## src/rtl/lcd_octal_streamer.sv

```systemverilog
// ---------------------------------------------------------------------------
// lcd_octal_streamer
//
// Streams an 18-bit bus word to an HD44780-style character LCD as six octal
// digits. Each transfer is seven LCD writes: one "set DDRAM address" command
// selecting the start of line 1 or line 2, then six ASCII characters '0'..'7',
// most significant digit first.
//
// Every write uses the same three-phase bus cycle:
//   SETUP : lcd_data/lcd_rs valid, lcd_en low   (SETUP_CYC cycles)
//   PULSE : lcd_en high                          (EN_HIGH_CYC cycles)
//   HOLD  : lcd_en low, LCD executes the write   (HOLD_CYC cycles)
// A parameter of 0 is treated as 1, so every phase lasts at least one cycle.
//
// Ports
//   clk       in   1   system clock, rising edge
//   reset     in   1   asynchronous, active-low reset
//   start     in   1   request a transfer; only sampled while idle
//   data_in   in  18   word to display, captured on the accepted start
//   line_sel  in   1   0 = line 1 (cmd 0x80), 1 = line 2 (cmd 0xC0)
//   busy      out  1   high from the cycle after start until the done cycle
//   done      out  1   one-cycle pulse at the end of a transfer
//   lcd_data  out  8   command / character byte
//   lcd_rs    out  1   0 = command, 1 = character data
//   lcd_rw    out  1   always 0, the LCD is only written
//   lcd_en    out  1   enable strobe, driven straight from a flop
// ---------------------------------------------------------------------------
module lcd_octal_streamer #(
    parameter int unsigned SETUP_CYC   = 1,
    parameter int unsigned EN_HIGH_CYC = 4,
    parameter int unsigned HOLD_CYC    = 40
) (
    input  logic        clk,
    input  logic        reset,
    input  logic        start,
    input  logic [17:0] data_in,
    input  logic        line_sel,
    output logic        busy,
    output logic        done,
    output logic [7:0]  lcd_data,
    output logic        lcd_rs,
    output logic        lcd_rw,
    output logic        lcd_en
);

    // Terminal value of the 16-bit phase counter for a phase of 'cyc' cycles.
    // Zero is promoted to one and oversized values saturate at 2^16-1 cycles.
    function automatic logic [15:0] last_count(input int unsigned cyc);
        int unsigned c;
        c = (cyc == 0) ? 1 : cyc;
        if (c > 65535) begin
            c = 65535;
        end
        return 16'(c - 1);
    endfunction

    localparam logic [15:0] SETUP_LAST = last_count(SETUP_CYC);
    localparam logic [15:0] EN_LAST    = last_count(EN_HIGH_CYC);
    localparam logic [15:0] HOLD_LAST  = last_count(HOLD_CYC);

    localparam logic [2:0] LAST_IDX = 3'd6;

    localparam logic [7:0] CMD_LINE1 = 8'h80;
    localparam logic [7:0] CMD_LINE2 = 8'hC0;

    // ASCII character for write idx (1..6); idx 1 carries the top octal digit.
    function automatic logic [7:0] char_byte(input logic [2:0] idx,
                                             input logic [17:0] word);
        logic [2:0] digit;
        case (idx)
            3'd1:    digit = word[17:15];
            3'd2:    digit = word[14:12];
            3'd3:    digit = word[11:9];
            3'd4:    digit = word[8:6];
            3'd5:    digit = word[5:3];
            default: digit = word[2:0];
        endcase
        // 0x30 + digit; the digit is 3 bits so the result stays in 0x30..0x37.
        return {5'b00110, digit};
    endfunction

    typedef enum logic [2:0] {
        StIdle,
        StSetup,
        StPulse,
        StHold,
        StDone
    } state_e;

    state_e      state_q;
    logic [2:0]  idx_q;
    logic [15:0] cnt_q;
    logic [17:0] data_q;
    logic [2:0]  idx_next;

    assign idx_next = 3'(idx_q + 3'd1);

    // The bus is write-only.
    assign lcd_rw = 1'b0;

    // Single FSM block; every output except lcd_rw comes from a flop, so
    // lcd_en cannot glitch. lcd_data/lcd_rs are only loaded on entry to SETUP,
    // which keeps them constant through SETUP, PULSE and HOLD of each write and
    // leaves the last written byte on the bus while idle.
    always_ff @(posedge clk or negedge reset) begin
        if (!reset) begin
            state_q  <= StIdle;
            idx_q    <= 3'd0;
            cnt_q    <= 16'd0;
            data_q   <= 18'd0;
            busy     <= 1'b0;
            done     <= 1'b0;
            lcd_data <= 8'h00;
            lcd_rs   <= 1'b0;
            lcd_en   <= 1'b0;
        end else begin
            unique case (state_q)
                StIdle: begin
                    lcd_en <= 1'b0;
                    if (start) begin
                        data_q   <= data_in;
                        idx_q    <= 3'd0;
                        cnt_q    <= 16'd0;
                        busy     <= 1'b1;
                        lcd_data <= line_sel ? CMD_LINE2 : CMD_LINE1;
                        lcd_rs   <= 1'b0;
                        state_q  <= StSetup;
                    end
                end

                StSetup: begin
                    if (cnt_q == SETUP_LAST) begin
                        cnt_q   <= 16'd0;
                        lcd_en  <= 1'b1;
                        state_q <= StPulse;
                    end else begin
                        cnt_q <= cnt_q + 16'd1;
                    end
                end

                StPulse: begin
                    if (cnt_q == EN_LAST) begin
                        cnt_q   <= 16'd0;
                        lcd_en  <= 1'b0;
                        state_q <= StHold;
                    end else begin
                        cnt_q <= cnt_q + 16'd1;
                    end
                end

                StHold: begin
                    if (cnt_q == HOLD_LAST) begin
                        cnt_q <= 16'd0;
                        if (idx_q == LAST_IDX) begin
                            done    <= 1'b1;
                            state_q <= StDone;
                        end else begin
                            idx_q    <= idx_next;
                            lcd_data <= char_byte(idx_next, data_q);
                            lcd_rs   <= 1'b1;
                            state_q  <= StSetup;
                        end
                    end else begin
                        cnt_q <= cnt_q + 16'd1;
                    end
                end

                StDone: begin
                    done    <= 1'b0;
                    busy    <= 1'b0;
                    state_q <= StIdle;
                end

                default: begin
                    state_q <= StIdle;
                    busy    <= 1'b0;
                    done    <= 1'b0;
                    lcd_en  <= 1'b0;
                end
            endcase
        end
    end

endmodule
```

## config.mk

```make
export PLATFORM = sky130hd
export DESIGN_NAME = lcd_octal_streamer
export DESIGN_NICKNAME = d
export VERILOG_FILES = /design/src/rtl/lcd_octal_streamer.sv
export SDC_FILE = /design/constraint.sdc
export NUM_CORES = 1
export LEC_CHECK = 0
export CAP_MARGIN = 20
export CORE_AREA = 2 2 84 86
export CTS_BUF_LIST = sky130_fd_sc_hd__clkbuf_8
export DETAILED_ROUTE_END_ITERATION = 12
export DIE_AREA = 0 0 86 88
export GPL_TIMING_DRIVEN = 1
export PLACE_DENSITY = 0.7
export SYNTH_ARGS = -nofsm -noshare
export SYNTH_HDL_FRONTEND = slang
export SYNTH_SLANG_ARGS = --single-unit
```

## constraint.sdc

```tcl
create_clock -name clk -period 3.9 [get_ports clk]
set_input_delay 0.78 -clock clk [delete_from_list [all_inputs] [get_ports clk]]
set_output_delay 0.78 -clock clk [all_outputs]
set_load 0.05 [all_outputs]
```

# Word level (Yosys, flattened, before mapping)
# Index checks and enable logic that the tools add are counted.
word_totals:
  regBits: 52
classes:
  addsub: 2
  n_eq_ne: 18
  n_mux: 33
  bitwise_logic: 3
  n_reduce_logical: 14
ops:
  columns: ["operator", "count"]
  rows:
  - ["16-bit two-way mux", 4]
  - ["16-bit case mux with 4 select lines", 1]
  - ["3-bit two-way mux", 8]
  - ["8-bit two-way mux", 3]
  - ["16-bit by 1-bit adder with 16-bit output, second input constant", 1]
  - ["16-bit by 2-bit equality test with 1-bit output, second input constant", 1]
  - ["16-bit by 6-bit equality test with 1-bit output, second input constant", 1]
  - ["16-bit zero test", 1]
  - ["8-bit case mux with 2 select lines", 1]
  - ["3-bit case mux with 5 select lines", 1]
  - ["3-bit by 2-bit equality test with 1-bit output, second input constant", 4]
  - ["3-bit equality test, second input constant", 4]
  - ["2-bit inequality test, second input constant", 6]
  - ["3-bit case mux with 4 select lines", 1]
  - ["1-bit two-way mux", 8]
  - ["4-bit AND reduction", 2]
  - ["7-bit two-way mux", 1]
  - ["3-bit by 1-bit equality test with 1-bit output, second input constant", 2]
  - ["1-bit case mux with 2 select lines", 3]
  - ["3-bit case mux with 2 select lines", 1]
  - ["2-bit AND reduction", 3]
  - ["3-bit AND reduction", 2]
  - ["3-bit OR reduction", 2]
  - ["4-bit nonzero test", 1]
  - ["6 further kinds", 8]

# Depth between registers and ports, before layout
# Gate-level depths: netlist of the first run.
depth:
  depth_word: 6
  ltp_mapped: 9
  ltp_nobuf: 7

# Least setup slack after synthesis of the first run
# OpenSTA, ideal clock, no wires.
synth_timing:
  kind: "reg-to-reg"
  from: "register cnt_q[0]"
  to: "register cnt_q[13]"
  setup_ps: 140
  arrival_ps: 2094
  t_required_ps: 3760
  slack_ps: 1666
  stages_incl_launch_ff: 8
  n_path_buf: 1
  cell_sequence: "dfrtp_1 ha_1 or3b_2 nor4b_1 nor2_1 nor4_4 buf_6 o22ai_1"
synth_between:
  elab_chain_len: 3
  word_cells_on_any_way: 8
synth_rtl:
  columns: ["element", "line_no", "source"]
  rows:
  - ["from (decl)", "92", "logic [15:0] cnt_q;"]
  - ["from (signal assigned)", "137", "cnt_q <= cnt_q + 16'd1;"]
  - ["from (signal assigned)", "147", "cnt_q <= cnt_q + 16'd1;"]
  - ["from (signal assigned)", "164", "cnt_q <= cnt_q + 16'd1;"]
  - ["16-bit by 1-bit adder with 16-bit output (tied with other cells)", "137, 147, 164", null]
  - ["16-bit two-way mux, on equally long branches", "152, 132, 142", null]
  - ["16-bit case mux with 4 select lines *", "117", "unique case (state_q)"]
# Every way passes the cells marked *; elsewhere a longest branch is shown, timed or not.
# A chain may end at the register's enable or synchronous reset.

# Worst setup path in the final report of the first run
layout_timing:
  from: "register cnt_q[0]"
  to: "register cnt_q[12]"
# The elaborated chain is that of the path after synthesis.

==> results of run 1 <==
power by group through the flow:
stage	Combinational [mW]	Clock [mW]	Sequential, mW
finish	0.955	0.326	0.802
global route	1.05	0.356	0.831
CTS	0.964	0.338	0.805
detailed placement	0.960	0	0.817
global placement	0.940	0	0.809
floorplan	0.682	0	0.875
stage by stage:
stage          utilization  cells  instance area (µm²)  hold WS (ns)  total power, mW
6_report             0.456    359                 3030         0.484             2.08
5_1_grt              0.456    359                 3030         0.530             2.24
4_1_cts              0.456    359                 3030         0.505             2.11
3_5_place_dp         0.441    351                 2930         0.485             1.78
3_3_place_gp         0.441    351                 2930         0.483             1.75
2_1_floorplan            -    253                 2590         0.460             1.56
worst max-delay path, delay by kind of cell, from the launching register on:
kind | cells | cell delay, ns
compound gates | 1 | 0.21
fa+ha+maj | 1 | 0.27
flops | 1 | 0.39
simple gates | 4 | 1.74
kinds of logic (layout without fill, tap and decap cells):
logic type / Yosys count / after routing / share of synthesized area
compound gates: 49 / 49 / 0.127
xor+xnor: 3 / 3 / 0.0101
fa+ha+maj: 7 / 7 / 0.0338
buf+inv: 24 / 50 / 0.0498
flops: 49 / 49 / 0.473
mux: 22 / 22 / 0.0942
other cells: 1 / 2 / 0.00145
simple gates: 97 / 97 / 0.210
flip-flops by register name, indices dropped and copies added, names as in the netlist:
register / count
done: 1
state_q: 3
lcd_en: 1
idx_q: 3
busy: 1
lcd_data: 6
data_q: 18
cnt_q: 16
synth_stat cells, drive strengths merged, types with 3 or more instances:
library cell  instances
dfrtp                49
nand3                 5
and4                  3
and2                  4
o31ai                 4
nor3                 12
nand2                22
clkbuf                8
mux2                 19
a21oi                 4
nand4                 5
nand2b                3
nor2                 22
o22ai                 5
buf                   9
a222oi                3
a22o                  4
mux2i                 3
xor2                  3
a221oi                3
ha                    7
inv                   7
nor4                  6
o21ai                17
final cells by class:
cell class,count,share of cell area
Clock buffer,6,0.0273
Sequential cell,49,0.405
Clock inverter,2,0.00578
Multi-Input combinational cell,180,0.409
Timing Repair Buffer,35,0.112
Tap cell,80,0.0330
Inverter,7,0.00867
metal layers:
layer,up-vias,part of all wire,track usage
li1,972,-,-
met1,969,0.46,0.197
met2,34,0.49,0.252
met3,7,0.034,0.0302
met4,0,0.016,0.0563
met5,-,0,0
placed cells by master, fill, tap and decap left out, drive strengths merged, types with 2 or more instances in the layout:
| cell | Yosys | layout |
|---|---|---|
| dfrtp | 49 | 49 |
| clkdlybuf4s50 | 0 | 31 |
| nand2 | 22 | 22 |
| nor2 | 22 | 22 |
| mux2 | 19 | 19 |
| o21ai | 17 | 17 |
| nor3 | 12 | 12 |
| inv | 7 | 8 |
| ha | 7 | 7 |
| clkbuf | 8 | 6 |
| nor4 | 6 | 6 |
| nand3 | 5 | 5 |
| nand4 | 5 | 5 |
| o22ai | 5 | 5 |
| and2 | 4 | 4 |
| o31ai | 4 | 4 |
| a21oi | 4 | 4 |
| a22o | 4 | 4 |
| buf | 9 | 4 |
| mux2i | 3 | 3 |
| and4 | 3 | 3 |
| xor2 | 3 | 3 |
| nand2b | 3 | 3 |
| a222oi | 3 | 3 |
| a221oi | 3 | 3 |
| or4 | 2 | 2 |
| nand4bb | 2 | 2 |
| or3b | 2 | 2 |
| or2 | 2 | 2 |
| and3 | 2 | 2 |
| a31oi | 2 | 2 |
| conb | 1 | 2 |
worst paths after layout:
kind | start | slack [ns] | cells after the start | to
worst max-delay path | cnt_q[0] | 1.16 | 6 | cnt_q[12]
worst min-delay path | reset | 0.48 | 1 | state_q[1]
worst max register to register | cnt_q[0] | 1.16 | 6 | cnt_q[12]
worst min register to register | lcd_data[1] | 0.50 | 2 | lcd_data[1]
max in group asynchronous | reset | 2.68 | 2 | cnt_q[0]
min in group clk | lcd_data[1] | 0.50 | 2 | lcd_data[1]
==> out/metrics.cfg, run 1 <==
[sta]
worst_slack_ns=1.16
fmax_mhz=365
rsz0062_at_grt=no
clock_skew_ns=0.0112
period_share=0.703
finalHoldViolations=0
tightest_slew_ns=0.800
min_period_ns=2.74
setup-tns-final_ns=0
slew_headroom=0.465
slew_violations=0
setup_violations=0

[synth]
synth-seq-area-share=0.473
synth.avg_cell_area_um2=10.3
yosysTopAreaCell=dfrtp_1
synth_area_leaders=dfrtp_1, mux2_2, ha_1, o21ai_0, nand2_1
ys.flop_type=dfrtp_1
ys_ff_latch=49
syn-instance-count=252
ys_types=47
synth_edf_count=0
syn_area_um2=2590
async_flop_share=1.00
synth.top_cell.area_share=0.473
yosys_warnings=0

[global_route]
grt_max_degree=30
grt_pass1_vias=2017
grt_usage=0.152
globalRoute.totalOverflow=0
grt_first_pass_wirelength_um=9160
antenna_found_initial=0

[floorplan]
io_pins=35
die_h_um=88
start_util=0.390
die_w_um=86
core_um2=6640
std_cell_rows=30
dieArea_um2=7570

[cells_and_area]
syn_to_final_growth_pct=17.0
fillers=625
final_nets=307
seq_area_um2=1230
diodes=0
drive_above_1_share=0.140
multi_input_area_um2=1240

[routing]
ant_nets=0
drcViolationCount=0
drt_iter0_drc=86
drt_wl_total_um=5230
drt_pre_antenna_iters=4
wl_per_cell_um=14.6
vias=1982
via_per_inst=5.52

[clock_tree]
cts_tree=done
post_cts_buffers=0
path_clk_slew_ns=0.10
clock_latency_ns=0.31
cts_buffers=5
clock_sinks=49
post_cts_resized=0
hold_buffers=0
clock_path_buffers=2
cts_max_level=2
ctsRootBufferMaster=clkbuf_8

[worst_setup_path]
endpoint_kind=flop
critPathRequiredTime_ns=4.06
slowest_delay_ns=0.71
path_max_fanout=14
cp.arrival_ns=2.90
cp-start-kind=flop
worstSetupPathType=reg -> reg
worst_path_max_delay_cell=nor4_4
path_cells=ha_1, or3b_2, nor4b_1, nor2_1, nor4_4, o22ai_1

[placed_design]
hpwl_um=3880
io_buffers=32
gp_routability_congestion=0.840
pre_cts_slack_ns=1.05

[min_path]
min_path_type=in -> async

[pwr]
vdd_drop_max_v=0.000365
leakage_nw=1.27
p_int_mw=1.22
clkPwrFrac=0.156
powerDensity_nw_per_um2=688
combPwrFrac=0.458
switching_share=0.414
p_switching_mw=0.862
p_seq_frac=0.385

[status]
status=complete, no violations

[flow_run]
maxCapViolCount=0

Power figures use the tool's default switching activity.
==> run 2, diff against run 1 <==
PLACE_DENSITY = 0.72   (was 0.7)
clock period = 2.2 ns   (was 3.9 ns; I/O delays follow)
==> out/metrics.cfg, run 2 (synthesis gave the netlist of run 1 again) <==
[sta]
slew_headroom=0.611  ; was 0.465
fmax_mhz=450  ; was 365 MHz
worst_slack_ns=-0.0238  ; was 1.16 ns
setup_violations=6  ; was 0
min_period_ns=2.22  ; was 2.74 ns
slew_violations=0  ; unchanged
rsz0062_at_grt=yes  ; was no
clock_skew_ns=0.00495  ; was 0.0112 ns
tightest_slew_ns=0.584  ; was 0.800 ns
whs_ns=0.126  ; was 0.484 ns
period_share=1.01  ; was 0.703
finalHoldViolations=0  ; unchanged

[global_route]
grt_usage=0.160  ; was 0.152
antenna_found_initial=0  ; unchanged
grt_pass1_vias=2102  ; was 2017
globalRoute.totalOverflow=0  ; unchanged
grt_max_degree=27  ; was 30
grt_first_pass_wirelength_um=9670  ; was 9160 µm

[worst_setup_path]
endpoint_kind=flop  ; unchanged
crit_family=simple AND/OR/NAND/NOR gates  ; unchanged
worst_path_max_delay_cell=or4_4  ; was nor4_4
slowest_delay_ns=0.59  ; was 0.71 ns
path_cells=or4_4, nand4bb_4, and3b_2, nor4_4, buf_6, o22ai_2  ; was ha_1, or3b_2, nor4b_1, nor2_1, nor4_4, o22ai_1
cp.arrival_ns=2.40  ; was 2.90 ns
critPathRequiredTime_ns=2.37  ; was 4.06 ns
cp-start-kind=flop  ; unchanged
path_max_fanout=8  ; was 14
crit_buf_inv=1  ; was 0
worstSetupPathType=reg -> reg  ; unchanged

[routing]
via_per_inst=5.47  ; was 5.52
drt_wl_total_um=5980  ; was 5230 µm
vias=2144  ; was 1982
wl_per_cell_um=15.3  ; was 14.6 µm
drcViolationCount=0  ; unchanged
drt_pre_antenna_iters=4  ; unchanged
drt_iter0_drc=118  ; was 86
ant_nets=0  ; unchanged

[cells_and_area]
final_cells=392  ; was 359
fin_util=0.518  ; was 0.456
largest-register=data_q  ; unchanged
reg_top3=data_q: 18 flops, cnt_q: 16 flops, lcd_data: 6 flops  ; unchanged
drive_above_1_share=0.295  ; was 0.140
syn_to_final_growth_pct=32.9  ; was 17.0%
largest_register_ffs=18  ; unchanged
final_cell_mix=dfrtp_1, clkdlybuf4s50_1, buf_4, nand2_1, nor2_1  ; was dfrtp_1, clkdlybuf4s50_1, nand2_1, nor2_1, mux2_2
diodes=0  ; unchanged
final_common_cell=dfrtp_1  ; unchanged
final_nets=341  ; was 307

[clock_tree]
ctsRootBufferMaster=clkbuf_8  ; unchanged
hold_buffers=0  ; unchanged
cts_buffers=5  ; unchanged
clock_path_buffers=2  ; unchanged
path_clk_slew_ns=0.09  ; was 0.10 ns
cts_tree=done  ; unchanged
cts_max_level=2  ; unchanged
clock_latency_ns=0.30  ; was 0.31 ns
clock_sinks=49  ; unchanged

[pwr]
vdd_drop_max_v=0.000554  ; was 0.000365 V
powerDensity_nw_per_um2=1240  ; was 688 nW/µm²
leakage_nw=1.48  ; was 1.27 nW

[floorplan]
std_cell_rows=30  ; unchanged
start_util=0.390  ; unchanged
io_pins=35  ; unchanged
core_um2=6640  ; unchanged
die_h_um=88  ; unchanged
die_w_um=86  ; unchanged
dieArea_um2=7570  ; unchanged

[placed_design]
gp_routability_congestion=0.791  ; was 0.840
io_buffers=32  ; unchanged
placedCellCount=376  ; was 351
hpwl_um=4190  ; was 3880 µm
pre_cts_slack_ns=-0.0316  ; was 1.05 ns

[status]
violations=setup timing
status=finished with violations  ; was complete, no violations

[min_path]
min_path_type=in -> async  ; unchanged

[flow_run]
maxCapViolCount=0  ; unchanged

run 2: power by group:
part | leakage (nW) | internal [mW] | switching (mW)
Clock | 0.0402 | 0.220 | 0.319
Sequential | 0.618 | 1.20 | 0.221
Combinational | 0.825 | 1.08 | 1.21
Total | 1.48 | 2.50 | 1.75
run 2: layer usage:
metal	vias to the layer above	global-route usage	part of all wire
li1	1034	-	-
met1	1054	0.200	0.43
met2	46	0.285	0.53
met3	10	0.0283	0.030
met4	0	0.0404	0.012
met5	-	0	0
run 2: path summary, 6_finish.rpt:
| path | startpoint | to | slack [ns] | depth (start not counted) |
|---|---|---|---|---|
| worst min register to register | done | done | 0.51 | 1 |
| max in group asynchronous | reset | data_q[4] | 1.54 | 2 |
| worst max register to register | cnt_q[13] | cnt_q[12] | -0.02 | 6 |
| worst min-delay path | reset | cnt_q[12] | 0.13 | 1 |
| worst max-delay path | cnt_q[13] | cnt_q[12] | -0.02 | 6 |
| min in group clk | done | done | 0.51 | 1 |
run 2: area by class of cell:
cell class,count,area (µm²)
Inverter,7,26.3
Fill cell,594,3200
Clock inverter,2,16.3
Multi-Input combinational cell,180,1380
Clock buffer,5,68.8
Sequential cell,49,1230
Tap cell,80,100
Timing Repair Buffer,69,627
run 2: stage by stage:
step	TNS, ns	power [mW]	area (µm²)
CTS	-0.00315	3.98	3250
floorplan	0	2.77	2600
global route	-1.03	4.52	3440
detailed placement	-0.510	3.41	3150
global placement	-0.448	3.34	3150
finish	-0.0762	4.25	3440
run 2: repair_timing:
action / in CTS / in global routing
endpoints found under the setup margin: 8 / 23
buffers inserted: 1 / 7
gates cloned: 0 / 1
pin swaps: 1 / 13
gates resized for setup: 6 / 33
